File: config.mk
export PLATFORM = sky130hd
export DESIGN_NAME = can_intermission_monitor
export DESIGN_NICKNAME = d
export VERILOG_FILES = /design/src/rtl/can_pkg.sv /design/src/rtl/can_intermission_monitor.sv
export SDC_FILE = /design/constraint.sdc
export NUM_CORES = 1
export LEC_CHECK = 0
export BUFFER_PORTS_ARGS = -buffer_cell sky130_fd_sc_hd__buf_2
export CELL_PAD_IN_SITES_DETAIL_PLACEMENT = 1
export CELL_PAD_IN_SITES_GLOBAL_PLACEMENT = 2
export CORE_AREA = 2 2 62 64
export CTS_BUF_LIST = sky130_fd_sc_hd__clkbuf_16
export DETAILED_ROUTE_END_ITERATION = 7
export DIE_AREA = 0 0 64 66
export GPL_TIMING_DRIVEN = 0
export PLACE_DENSITY_LB_ADDON = 0.1
export SKIP_CTS_REPAIR_TIMING = 1
export SLEW_MARGIN = 20
export SYNTH_ARGS = -nofsm -noshare
export SYNTH_HDL_FRONTEND = slang
export SYNTH_SLANG_ARGS = --single-unit
File: constraint.sdc
create_clock -name clock -period 2.1 [get_ports clock]
set_input_delay 0.21 -clock clock [delete_from_list [all_inputs] [get_ports clock]]
set_output_delay 0.21 -clock clock [all_outputs]
set_load 0.005 [all_outputs]
File: src/rtl/can_pkg.sv
// -----------------------------------------------------------------------------
// can_pkg
// Shared definitions for the CAN inter-frame space logic.
//   - can_ifs_state_t : inter-frame space tracker states
//   - MAX_OVERLOAD, INTERMISSION_BITS, SUSPEND_BITS : default timing constants
//   - OVERLOAD_WINDOW_BITS : leading intermission bits in which a dominant
//     level is an overload condition rather than a start of frame
// Configuration macro: SUSPEND_TX_EN (adds the SUSPEND state).
// -----------------------------------------------------------------------------
package can_pkg;

    localparam int MAX_OVERLOAD         = 2;
    localparam int INTERMISSION_BITS    = 3;
    localparam int SUSPEND_BITS         = 8;
    localparam int OVERLOAD_WINDOW_BITS = 2;

    typedef enum logic [2:0] {
        IFS_BUS_IDLE     = 3'd0,
        IFS_FRAME        = 3'd1,
        IFS_INTERMISSION = 3'd2,
        IFS_OVERLOAD     = 3'd3
`ifdef SUSPEND_TX_EN
        ,
        IFS_SUSPEND      = 3'd4
`endif
    } can_ifs_state_t;

endpackage

File: src/rtl/can_intermission_monitor.sv
// -----------------------------------------------------------------------------
// can_intermission_monitor
// Tracks the CAN inter-frame space after each frame (end of EOF, intermission,
// optional suspend-transmission, bus idle), raises overload conditions 1 and 2
// for the overload frame generator and reports SOF / bus-idle status.
//
// Configuration macro: SUSPEND_TX_EN
//   defined   : error-passive transmitters pass through SUSPEND after intermission
//   undefined : intermission always returns to bus idle
//
// Ports:
//   clock, reset_n           clock and asynchronous active-low reset
//   enable                   synchronous enable, low returns everything to reset values
//   sample_point, rx_bit     bit sample strobe and sampled bus level (0 = dominant)
//   eof_last_bit             7th EOF bit marker (only honoured in FRAME)
//   rx_not_ready             receiver asks for a delayed next frame
//   error_passive_tx         node is error-passive and transmitted the last frame
//   overload_frame_complete  overload frame block has finished its frame
//   overload_condition_1/2   one-cycle overload request pulses
//   overload_count           overload frames since last SOF (saturating)
//   sof_detected             one-cycle SOF pulse
//   bus_idle, in_intermission state levels
//   intermission_done        one-cycle pulse, intermission ended recessive
// -----------------------------------------------------------------------------
module can_intermission_monitor #(
    parameter int MAX_OVERLOAD      = can_pkg::MAX_OVERLOAD,
    parameter int INTERMISSION_BITS = can_pkg::INTERMISSION_BITS,
    parameter int SUSPEND_BITS      = can_pkg::SUSPEND_BITS
) (
    input  logic       clock,
    input  logic       reset_n,
    input  logic       enable,
    input  logic       sample_point,
    input  logic       rx_bit,
    input  logic       eof_last_bit,
    input  logic       rx_not_ready,
    input  logic       error_passive_tx,
    input  logic       overload_frame_complete,
    output logic       overload_condition_1,
    output logic       overload_condition_2,
    output logic [1:0] overload_count,
    output logic       sof_detected,
    output logic       bus_idle,
    output logic       in_intermission,
    output logic       intermission_done
);

    import can_pkg::*;

    localparam logic [1:0] MAX_CNT    = 2'(MAX_OVERLOAD);
    localparam logic [3:0] INT_LAST   = 4'(INTERMISSION_BITS - 1);
    localparam logic [3:0] SUSP_LAST  = 4'(SUSPEND_BITS - 1);
    localparam logic [3:0] OVL_WINDOW = 4'(OVERLOAD_WINDOW_BITS);

    can_ifs_state_t state_q, state_d;
    logic [3:0]     bit_cnt_q, bit_cnt_d;
    logic [1:0]     count_q, count_d;
    logic           cond1_q, cond1_d;
    logic           cond2_q, cond2_d;
    logic           sof_q, sof_d;
    logic           done_q, done_d;
    logic           bus_idle_q, bus_idle_d;
    logic           in_int_q, in_int_d;
    logic           room_s;

    // Further overload frames are allowed only below the saturation limit.
    assign room_s = (count_q < MAX_CNT);

`ifndef SUSPEND_TX_EN
    // Without the suspend feature these inputs have no function.
    logic unused_cfg_s;
    assign unused_cfg_s = ^{error_passive_tx, SUSP_LAST};
`endif

    // Next-state, bit counter, overload counter and pulse generation.
    always_comb begin
        state_d   = state_q;
        bit_cnt_d = bit_cnt_q;
        count_d   = count_q;
        cond1_d   = 1'b0;
        cond2_d   = 1'b0;
        sof_d     = 1'b0;
        done_d    = 1'b0;
        if (!enable) begin
            state_d   = IFS_BUS_IDLE;
            bit_cnt_d = 4'd0;
            count_d   = 2'd0;
        end else begin
            // A pulse raised on the previous edge is counted now, so the count
            // presented alongside the pulse is the pre-increment value.
            if ((cond1_q || cond2_q) && room_s) begin
                count_d = count_q + 2'd1;
            end else begin
                count_d = count_q;
            end
            case (state_q)
                IFS_BUS_IDLE: begin
                    if (sample_point && !rx_bit) begin
                        sof_d   = 1'b1;
                        count_d = 2'd0;
                        state_d = IFS_FRAME;
                    end else begin
                        state_d = IFS_BUS_IDLE;
                    end
                end
                IFS_FRAME: begin
                    if (sample_point && eof_last_bit) begin
                        // Dominant last EOF bit outranks a not-ready receiver.
                        if (!rx_bit && room_s) begin
                            cond2_d = 1'b1;
                            state_d = IFS_OVERLOAD;
                        end else if (rx_not_ready && room_s) begin
                            cond1_d = 1'b1;
                            state_d = IFS_OVERLOAD;
                        end else begin
                            bit_cnt_d = 4'd0;
                            state_d   = IFS_INTERMISSION;
                        end
                    end else begin
                        state_d = IFS_FRAME;
                    end
                end
                IFS_INTERMISSION: begin
                    if (sample_point) begin
                        if (!rx_bit) begin
                            // Early dominant bit requests overload unless the
                            // limit is reached; anything else is a new frame.
                            if ((bit_cnt_q < OVL_WINDOW) && room_s) begin
                                cond2_d = 1'b1;
                                state_d = IFS_OVERLOAD;
                            end else begin
                                sof_d     = 1'b1;
                                count_d   = 2'd0;
                                bit_cnt_d = 4'd0;
                                state_d   = IFS_FRAME;
                            end
                        end else if (bit_cnt_q == INT_LAST) begin
                            done_d    = 1'b1;
                            bit_cnt_d = 4'd0;
`ifdef SUSPEND_TX_EN
                            if (error_passive_tx) begin
                                state_d = IFS_SUSPEND;
                            end else begin
                                state_d = IFS_BUS_IDLE;
                            end
`else
                            state_d = IFS_BUS_IDLE;
`endif
                        end else begin
                            bit_cnt_d = bit_cnt_q + 4'd1;
                        end
                    end else begin
                        state_d = IFS_INTERMISSION;
                    end
                end
                IFS_OVERLOAD: begin
                    // Bus samples belong to the overload frame and are ignored.
                    if (overload_frame_complete) begin
                        bit_cnt_d = 4'd0;
                        state_d   = IFS_INTERMISSION;
                    end else begin
                        state_d = IFS_OVERLOAD;
                    end
                end
`ifdef SUSPEND_TX_EN
                IFS_SUSPEND: begin
                    if (sample_point) begin
                        if (!rx_bit) begin
                            sof_d     = 1'b1;
                            count_d   = 2'd0;
                            bit_cnt_d = 4'd0;
                            state_d   = IFS_FRAME;
                        end else if (bit_cnt_q == SUSP_LAST) begin
                            bit_cnt_d = 4'd0;
                            state_d   = IFS_BUS_IDLE;
                        end else begin
                            bit_cnt_d = bit_cnt_q + 4'd1;
                        end
                    end else begin
                        state_d = IFS_SUSPEND;
                    end
                end
`endif
                default: begin
                    state_d   = IFS_BUS_IDLE;
                    bit_cnt_d = 4'd0;
                end
            endcase
        end
        // Level outputs follow the state being entered so they are registered.
        bus_idle_d = (state_d == IFS_BUS_IDLE);
        in_int_d   = (state_d == IFS_INTERMISSION);
    end

    // State, counters and registered outputs.
    always_ff @(posedge clock or negedge reset_n) begin
        if (!reset_n) begin
            state_q    <= IFS_BUS_IDLE;
            bit_cnt_q  <= 4'd0;
            count_q    <= 2'd0;
            cond1_q    <= 1'b0;
            cond2_q    <= 1'b0;
            sof_q      <= 1'b0;
            done_q     <= 1'b0;
            bus_idle_q <= 1'b1;
            in_int_q   <= 1'b0;
        end else begin
            state_q    <= state_d;
            bit_cnt_q  <= bit_cnt_d;
            count_q    <= count_d;
            cond1_q    <= cond1_d;
            cond2_q    <= cond2_d;
            sof_q      <= sof_d;
            done_q     <= done_d;
            bus_idle_q <= bus_idle_d;
            in_int_q   <= in_int_d;
        end
    end

    assign overload_condition_1 = cond1_q;
    assign overload_condition_2 = cond2_q;
    assign overload_count       = count_q;
    assign sof_detected         = sof_q;
    assign bus_idle             = bus_idle_q;
    assign in_intermission      = in_int_q;
    assign intermission_done    = done_q;

endmodule
==> qor.txt, run 1 <==
drt pass-1 iters = 2
CP Launch Type = flop
Post-synth top cells = 14 x dfrtp_1, 13 x nor2_1
clk_lat worst skew = 0.25 ns
share of the synthesized area in the top cell type = 0.4516
WHS = 0.2127 ns
Synth Warn # = 0
CP Launch Point = state_q[1]$_DFF_PN0_
r2r startpoint = state_q[1]$_DFF_PN0_
post-synthesis register bit count = 15
placed inst area = 910.9 µm²
initial antenna violation count = 0
EDFF count, synth = 0
CP Capture Type = flop
HP Start = rx_not_ready
Tmin final = 1.766 ns
Leak = 0.4522 nW
die footprint = 4224 µm²
critical path type = flop to flop
Final GP Congestion = 0.7502
post-route ant nets = 0
area of the core = 3551 µm²
Post-Syn Instances = 79
power per cell area = 719.8 nW/µm²
Top Layer Used = met4
Main synth FF type = dfrtp_1
most common cell in the netlist = dfrtp_1
Reg2Reg Depth = 5
clk_skew = 0.003911 ns
endpoints failing setup = 0
Mapped Avg Cell Area = 9.820 µm²
met1 wire length = 938 µm
Initial Util = 0.2185
post-DP HPWL = 1446 µm
chip height = 66 µm
I/O pin count = 17
die width = 64 µm
hold crit path type = input pin to flop
share of cells above drive strength 1 = 0.2424
first-pass GRT wire length = 3312 µm
met2 WL = 834 µm
RSZ-0062 raised after global routing = no
most area-consuming cells after synthesis = dfrtp_1 45%, nor2_1 6.3%, a21o_1 3.9%
post-route clock period utilization = 0.8408
Routed met3 length = 89 µm
Yosys top cell by area = dfrtp_1
asr flop ratio synth = 1.000
Cell variety after synth = 25
CP Max Fanout = 7
# diodes = 0
Critical Path RT = 2.24 ns
DRT Wirelength = 1921 µm
Rows = 22
# H-tree levels = 1
gr ovfl total = 0
RR Endpoint = bit_cnt_q[2]$_DFFE_PN0P_
number of DRC markers in iteration 0 = 11
layout net count = 111
post-synthesis sequential area ratio = 0.4855
Clock Tree Root = clkbuf_16
status = completed
r2r setup slk = 0.33 ns
maxcap violations = 0
synthesis-to-layout area growth = 29.03%
fin. max-slew vios = 0
Critical Path AT = 1.90 ns
drt wl/cell = 13.07 µm
CTS Sinks = 15
pin count of the biggest net entering global routing = 16
Worst Setup EP = bit_cnt_q[2]$_DFFE_PN0P_
Final Hold Fails = 0
fmax = 566.4 MHz
Max VDD drop = 0.0002906 V
via/cell ratio = 4.347
syn nets = 90
Total GRT Usage = 0.1100
TritonCTS buffer count = 3
final instance area = 1001 µm²
number of global-route vias before repair = 648
Syn Std Cell Area = 775.7 µm²
DRC violations left = 0
Vias = 639
Clk pin slew, worst setup/hold paths = 0.05 ns
TritonCTS clock tree = built
I/O Buffers = 15
clock buffer depth = 2
Fin Setup TNS = 0 ns
where the power goes:
part           leakage, nW  total, mW  switching, mW  internal, mW
clock network       0.0409      0.385          0.129         0.255
registers            0.204      0.293       0.000928         0.292
logic                0.208     0.0428         0.0276        0.0152
total                0.452      0.721          0.158         0.563
worst min path at each step:
stage	to	slack, ns	cells past startpoint
after detailed placement	overload_count[0]$_DFF_PN0_	0.15	1
after global routing	overload_condition_1$_DFF_PN0_	0.22	3
final	overload_condition_1$_DFF_PN0_	0.21	3
after floorplan	bit_cnt_q[0]$_DFFE_PN0P_	-0.09	0
after CTS	overload_count[0]$_DFF_PN0_	-0.12	1
after global placement	overload_count[0]$_DFF_PN0_	0.15	1
kinds of logic (layout without fill, tap and decap cells):
family                     count (synthesis)  after routing  share of synthesized area
and+or+nand+nor                           39             39                     0.2629
DFF                                       15             15                     0.4855
AOI/OAI and AO/OA                         16             16                     0.1790
buffers and inverters                      5             25                    0.02420
adders and majority gates                  2              2                    0.03225
other                                      1              1                   0.004834
xor gates and xnor gates                   1              1                    0.01129
per-stage QoR:
stage | setup WS (ns) | utilization | total power, mW | cells
after global routing | 0.2243 | 0.2819 | 0.7514 | 147
final | 0.3344 | 0.2819 | 0.7205 | 147
after global placement | 0.3029 | 0.2565 | 0.3415 | 142
after floorplan | 0.4872 | - | 0.3163 | 79
after detailed placement | 0.3084 | 0.2565 | 0.3408 | 142
after CTS | 0.3006 | 0.2791 | 0.7322 | 146
sequential cells by signal (all words and copies together) (netlist names):
name and cells:
in_intermission 1, bit_cnt_q 4, sof_detected 1, state_q 3
overload_count 2, bus_idle 1, overload_condition_1 1, intermission_done 1
overload_condition_2 1
final cells by class:
type | count | area [µm²]
clock buffer | 3 | 75.07
clock inverter | 1 | 5.005
fill | 416 | 2550
inverter | 5 | 18.77
multi-input combinational | 59 | 380.4
sequential | 15 | 376.6
tap | 48 | 60.06
timing repair buffer | 16 | 85.08
metal layers:
metal | global-route usage | up-vias
met1 | 0.1420 | 301
met3 | 0.03237 | 5
met5 | 0 | -
met4 | 0.07337 | 0
met2 | 0.1576 | 13
li1 | - | 320
cells in the final DEF (no fill, tap or decap), drive strengths merged:
cell / instances
dfstp: 1
a22o: 1
nor3: 3
or3b: 1
clkinv: 1
inv: 5
buf: 15
conb: 1
nand3: 5
a21oi: 5
ha: 2
nand3b: 1
nor2: 13
dfrtp: 14
o31ai: 1
clkbuf: 3
o21ai: 1
a41oi: 1
nand4: 2
dlygate4sd3: 1
a2111oi: 1
and2: 1
nor4: 3
a21o: 4
nand2b: 4
a211o: 2
nor4b: 1
xnor2: 1
nand2: 5
critical path, stage by stage (launching register included):
cell and delay (ns):
dfrtp_1 0.45, nand3b_1 0.24, a21o_1 0.21, a22o_4 0.29
and2_4 0.18, a211o_1 0.28
No activity file was read; power rests on OpenSTA's default activity.
==> run 2: changes to the inputs <==
Clock period 2.1 ns to 1.65 ns, I/O delays scaled along.
==> run 2 against run 1 <==
Net effect: the flow now finishes with violations (negative setup slack); sequential power increased by 28%; critical endpoint unchanged; combinational power up 36%; global-route usage unchanged; cell area rose by 5.1%; largest cell class unchanged; core utilization is 1.4 points higher.
==> qor.txt, run 2 (synthesis results as in run 1) <==
status = finished, violations left
failing checks = negative setup slack
RSZ-0062 raised after global routing = yes
r2r setup slk = -0.005 ns
most common cell after layout, fill and taps aside = buf_2
drt pass-1 iters = 2
fmax = 604.1 MHz
r2r startpoint = state_q[1]$_DFF_PN0_
post-route ant nets = 0
critical path type = flop to flop
Final Hold Fails = 0
die footprint = 4224 µm²
CTS Sinks = 15
sequential share of power = 0.406
clock buffer depth = 2
fin worst setup slack = -0.005325 ns
Clock Power Share = 0.531
Total GRT Usage = 0.1100
CP Launch Point = state_q[1]$_DFF_PN0_
Initial Util = 0.2185
most frequent cells in the layout = 15 x buf_2, 13 x dfrtp_1, 12 x nor2_1
CP Max Fanout = 7
via/cell ratio = 4.360
Critical Path RT = 1.79 ns
max reg flops = 4
initial antenna violation count = 0
maxcap violations = 0
post-DP HPWL = 1446 µm
hold crit path type = input pin to flop
I/O pin count = 17
Critical Path AT = 1.79 ns
I/O Buffers = 15
drt wl/cell = 13.04 µm
combinational share of power = 0.063
share of cells above drive strength 1 = 0.3039
clk_lat worst skew = 0.25 ns
number of global-route vias before repair = 648
Reg2Reg Depth = 5
DRC violations left = 0
die width = 64 µm
chip height = 66 µm
gr ovfl total = 0
Vias = 654
TritonCTS buffer count = 3
Clock Tree Root = clkbuf_16
Tmin final = 1.655 ns
layout net count = 114
CP Launch Type = flop
post-route clock period utilization = 1.003
# H-tree levels = 1
power per cell area = 876.0 nW/µm²
most flop-heavy register = bit_cnt_q
synthesis-to-layout area growth = 35.65%
first-pass GRT wire length = 3312 µm
Final GP Congestion = 0.7502
CP Capture Type = flop
Fin Setup TNS = -0.009036 ns
Rows = 22
switching share of total power = 0.2202
Core Util, Final = 0.2963
number of DRC markers in iteration 0 = 5
Leak = 0.4769 nW
Max VDD drop = 0.0003710 V
DRT Wirelength = 1956 µm
RR Endpoint = bit_cnt_q[2]$_DFFE_PN0P_
Clk pin slew, worst setup/hold paths = 0.05 ns
TritonCTS clock tree = built
Worst Setup EP = bit_cnt_q[2]$_DFFE_PN0P_
pin count of the biggest net entering global routing = 16
# diodes = 0
Sw Pwr = 0.2030 mW
clk_skew = 0.003946 ns
area of the core = 3551 µm²
fin. max-slew vios = 0
endpoints failing setup = 2
internal power = 0.7188 mW
==> run 2: per-layer routing <==
layer	track usage	routed length, µm
met4	0.07337	59
met3	0.03237	89
met2	0.1576	878
met5	0	0
met1	0.1420	929
==> run 2: power groups by stage <==
stage	sequential [mW]	clock (mW)	combinational, mW
after floorplan	0.379	0	0.0232
after global placement	0.379	0	0.0555
after detailed placement	0.379	0	0.0546
after CTS	0.373	0.504	0.0548
after global routing	0.374	0.520	0.0665
final	0.374	0.489	0.0583
==> run 2: worst max-delay path, stage by stage (launching register included) <==
cell	delay, ns
dfrtp_2	0.40
nand3b_1	0.20
a21o_1	0.21
a22o_4	0.30
and2_4	0.18
a211o_1	0.25
==> run 2: area by class of cell <==
| type | count | area, µm² |
|---|---|---|
| Multi-Input combinational cell | 59 | 407.9 |
| Tap cell | 48 | 60.06 |
| Timing Repair Buffer | 19 | 107.6 |
| Sequential cell | 15 | 377.9 |
| Clock buffer | 3 | 75.07 |
| Clock inverter | 1 | 5.005 |
| Inverter | 5 | 18.77 |
| Fill cell | 418 | 2499 |
==> run 2: stage by stage <==
| stage | hold slack, ns | instance area (µm²) | power (mW) | worst slack, ns | instances |
|---|---|---|---|---|---|
| 2_1_floorplan | -0.1306 | 775.7 | 0.4026 | 0.03722 | 79 |
| 3_3_place_gp | 0.1046 | 910.9 | 0.4346 | -0.1471 | 142 |
| 3_5_place_dp | 0.1048 | 910.9 | 0.4338 | -0.1416 | 142 |
| 4_1_cts | -0.1661 | 991.0 | 0.9318 | -0.1494 | 146 |
| 5_1_grt | 0.1788 | 1052 | 0.9609 | -0.08365 | 150 |
| 6_report | 0.1680 | 1052 | 0.9218 | -0.005325 | 150 |
==> run 2: worst min path at each step <==
stage                  from                              to  slack, ns  cells after the start
4_1_cts             reset_n     overload_count[0]$_DFF_PN0_      -0.17                      1
6_report       rx_not_ready  overload_condition_1$_DFF_PN0_       0.17                      3
2_1_floorplan       reset_n        bit_cnt_q[0]$_DFFE_PN0P_      -0.13                      0
3_3_place_gp        reset_n     overload_count[0]$_DFF_PN0_       0.10                      1
5_1_grt        rx_not_ready  overload_condition_1$_DFF_PN0_       0.18                      3
3_5_place_dp        reset_n     overload_count[0]$_DFF_PN0_       0.10                      1
==> run 3: changes to the inputs <==
Settings changed: SKIP_CTS_REPAIR_TIMING 1 to not set.
==> run 3 against run 2 <==
Net effect: the flow now finishes without violations; die area did not move; clock skew about the same; hold slack hardly changed; sequential power is essentially flat; first-iteration DRC count stayed put; flip-flop and latch count unchanged; total power grew 0.20%; wire length increased by 1.8%; non-clock buffer count increased by 1; sequential share of layout area barely moved; final cell count is 0.67% higher; combinational power increased by 3%; highest routed layer unchanged.
==> qor.txt, run 3 (synthesis results as in run 1) <==
Max VDD drop = 0.0003708 V
first-pass GRT wire length = 3381 µm
CP max-delay cell = dfrtp_2
I/O pin count = 17
RSZ-0062 raised after global routing = yes
maxcap violations = 0
WHS = 0.1682 ns
gr ovfl total = 0
drt wl/cell = 13.19 µm
clk_lat worst skew = 0.25 ns
status = completed
fin. max-slew vios = 0
DRC violations left = 0
Rows = 22
Total GRT Usage = 0.1114
max reg flops = 4
CP Max Fanout = 7
# diodes = 0
fin worst setup slack = 0.03087 ns
post-route ant nets = 0
TritonCTS clock tree = built
Critical Path AT = 1.76 ns
most flop-heavy register = bit_cnt_q
I/O Buffers = 15
clk_skew = 0.003882 ns
pin count of the biggest net entering global routing = 16
power per cell area = 874.6 nW/µm²
Worst path max stage delay = 0.40 ns
drt pass-1 iters = 2
DRT Wirelength = 1991 µm
chip height = 66 µm
area of the core = 3551 µm²
post-route clock period utilization = 0.9813
TritonCTS buffer count = 3
clock buffer depth = 2
critical path type = flop to flop
Clk pin slew, worst setup/hold paths = 0.05 ns
die width = 64 µm
hold crit path type = input pin to flop
Clock Tree Root = clkbuf_16
placed instance count = 142
endpoints failing setup = 0
layout net count = 115
CP Capture Type = flop
Tmin final = 1.619 ns
post-DP HPWL = 1446 µm
fmax = 617.6 MHz
crit-path cells = nand3b_1 -> a21o_1 -> a22o_4 -> and2_4 -> a211o_1
Final Hold Fails = 0
initial antenna violation count = 0
Vias = 661
met2 usage = 0.1680
Fin Setup TNS = 0 ns
CP Launch Type = flop
total chip power = 0.9236 mW
Critical Path RT = 1.79 ns
Setup Slack @ Placement = -0.1416 ns
die footprint = 4224 µm²
Final Non-Filler Cells = 151
CTS Sinks = 15
via/cell ratio = 4.377
met3 global-route usage = 0.03237
most common cell after layout, fill and taps aside = buf_2
Initial Util = 0.2185
# H-tree levels = 1
synthesis-to-layout area growth = 36.13%
routing usage on met1 = 0.1377
share of cells above drive strength 1 = 0.3107
busiest grt layer = met2
Final GP Congestion = 0.7502
Leak = 0.4779 nW
number of global-route vias before repair = 690
number of DRC markers in iteration 0 = 5
most frequent cells in the layout = 15 x buf_2, 12 x nor2_1, 12 x dfrtp_1
## run 3: cell count changes in the layout (fill, tap and decap cells not counted), sizes merged
cell | previous run | this run
buf | 18 | 19
## run 3: report_power, final
group / switching [mW] / internal (mW) / leakage, nW
combinational: 0.0363 / 0.0237 / 0.237
sequential: 0.00218 / 0.372 / 0.200
clock: 0.165 / 0.325 / 0.0409
## run 3: critical path, delay by kind of cell (launching register included)
kind	cells	cell delay, ns
DFF	1	0.40
AOI/OAI and AO/OA	3	0.74
and+or+nand+nor	2	0.37
## run 3: metrics by stage
stage / utilization / area [µm²]
floorplan: - / 775.7
global placement: 0.2565 / 910.9
detailed placement: 0.2565 / 910.9
CTS: 0.2939 / 1044
global route: 0.2974 / 1056
finish: 0.2974 / 1056
## run 3: worst paths after layout
| kind | start | end | slack [ns] | cells past startpoint |
|---|---|---|---|---|
| max | state_q[1]$_DFF_PN0_ | bit_cnt_q[2]$_DFFE_PN0P_ | 0.03 | 5 |
| max in group asynchronous | reset_n | bus_idle$_DFF_PN1_ | 0.99 | 2 |
| max reg2reg | state_q[1]$_DFF_PN0_ | bit_cnt_q[2]$_DFFE_PN0P_ | 0.03 | 5 |
| min in group asynchronous | reset_n | bit_cnt_q[3]$_DFFE_PN0P_ | 0.35 | 2 |
| min reg2reg | overload_count[1]$_DFF_PN0_ | overload_condition_1$_DFF_PN0_ | 0.54 | 1 |
| min | rx_not_ready | overload_condition_1$_DFF_PN0_ | 0.17 | 3 |
## run 3: timing repair
item	4_1_cts	5_1_grt
endpoints found under the setup margin	3	2
hold buffers	1	0
hold endpoints to repair	14	0
gates resized for setup	5	1
gates cloned	0	0
setup buffers	3	1
pin swaps	3	5
## run 3: final cells by class
type | count | area (µm²)
well taps | 48 | 60.06
clock inverters | 1 | 5.005
repair buffers | 20 | 115.1
inverters | 5 | 18.77
multi-input cells | 59 | 402.9
flip-flops and latches | 15 | 379.1
clock buffers | 3 | 75.07
fillers | 419 | 2495
## run 3: metal layers
layer  wire (µm)  vias up
li1            -      329
met1         947      314
met2         890       13
met3          94        5
met4          59        0
met5           0        -
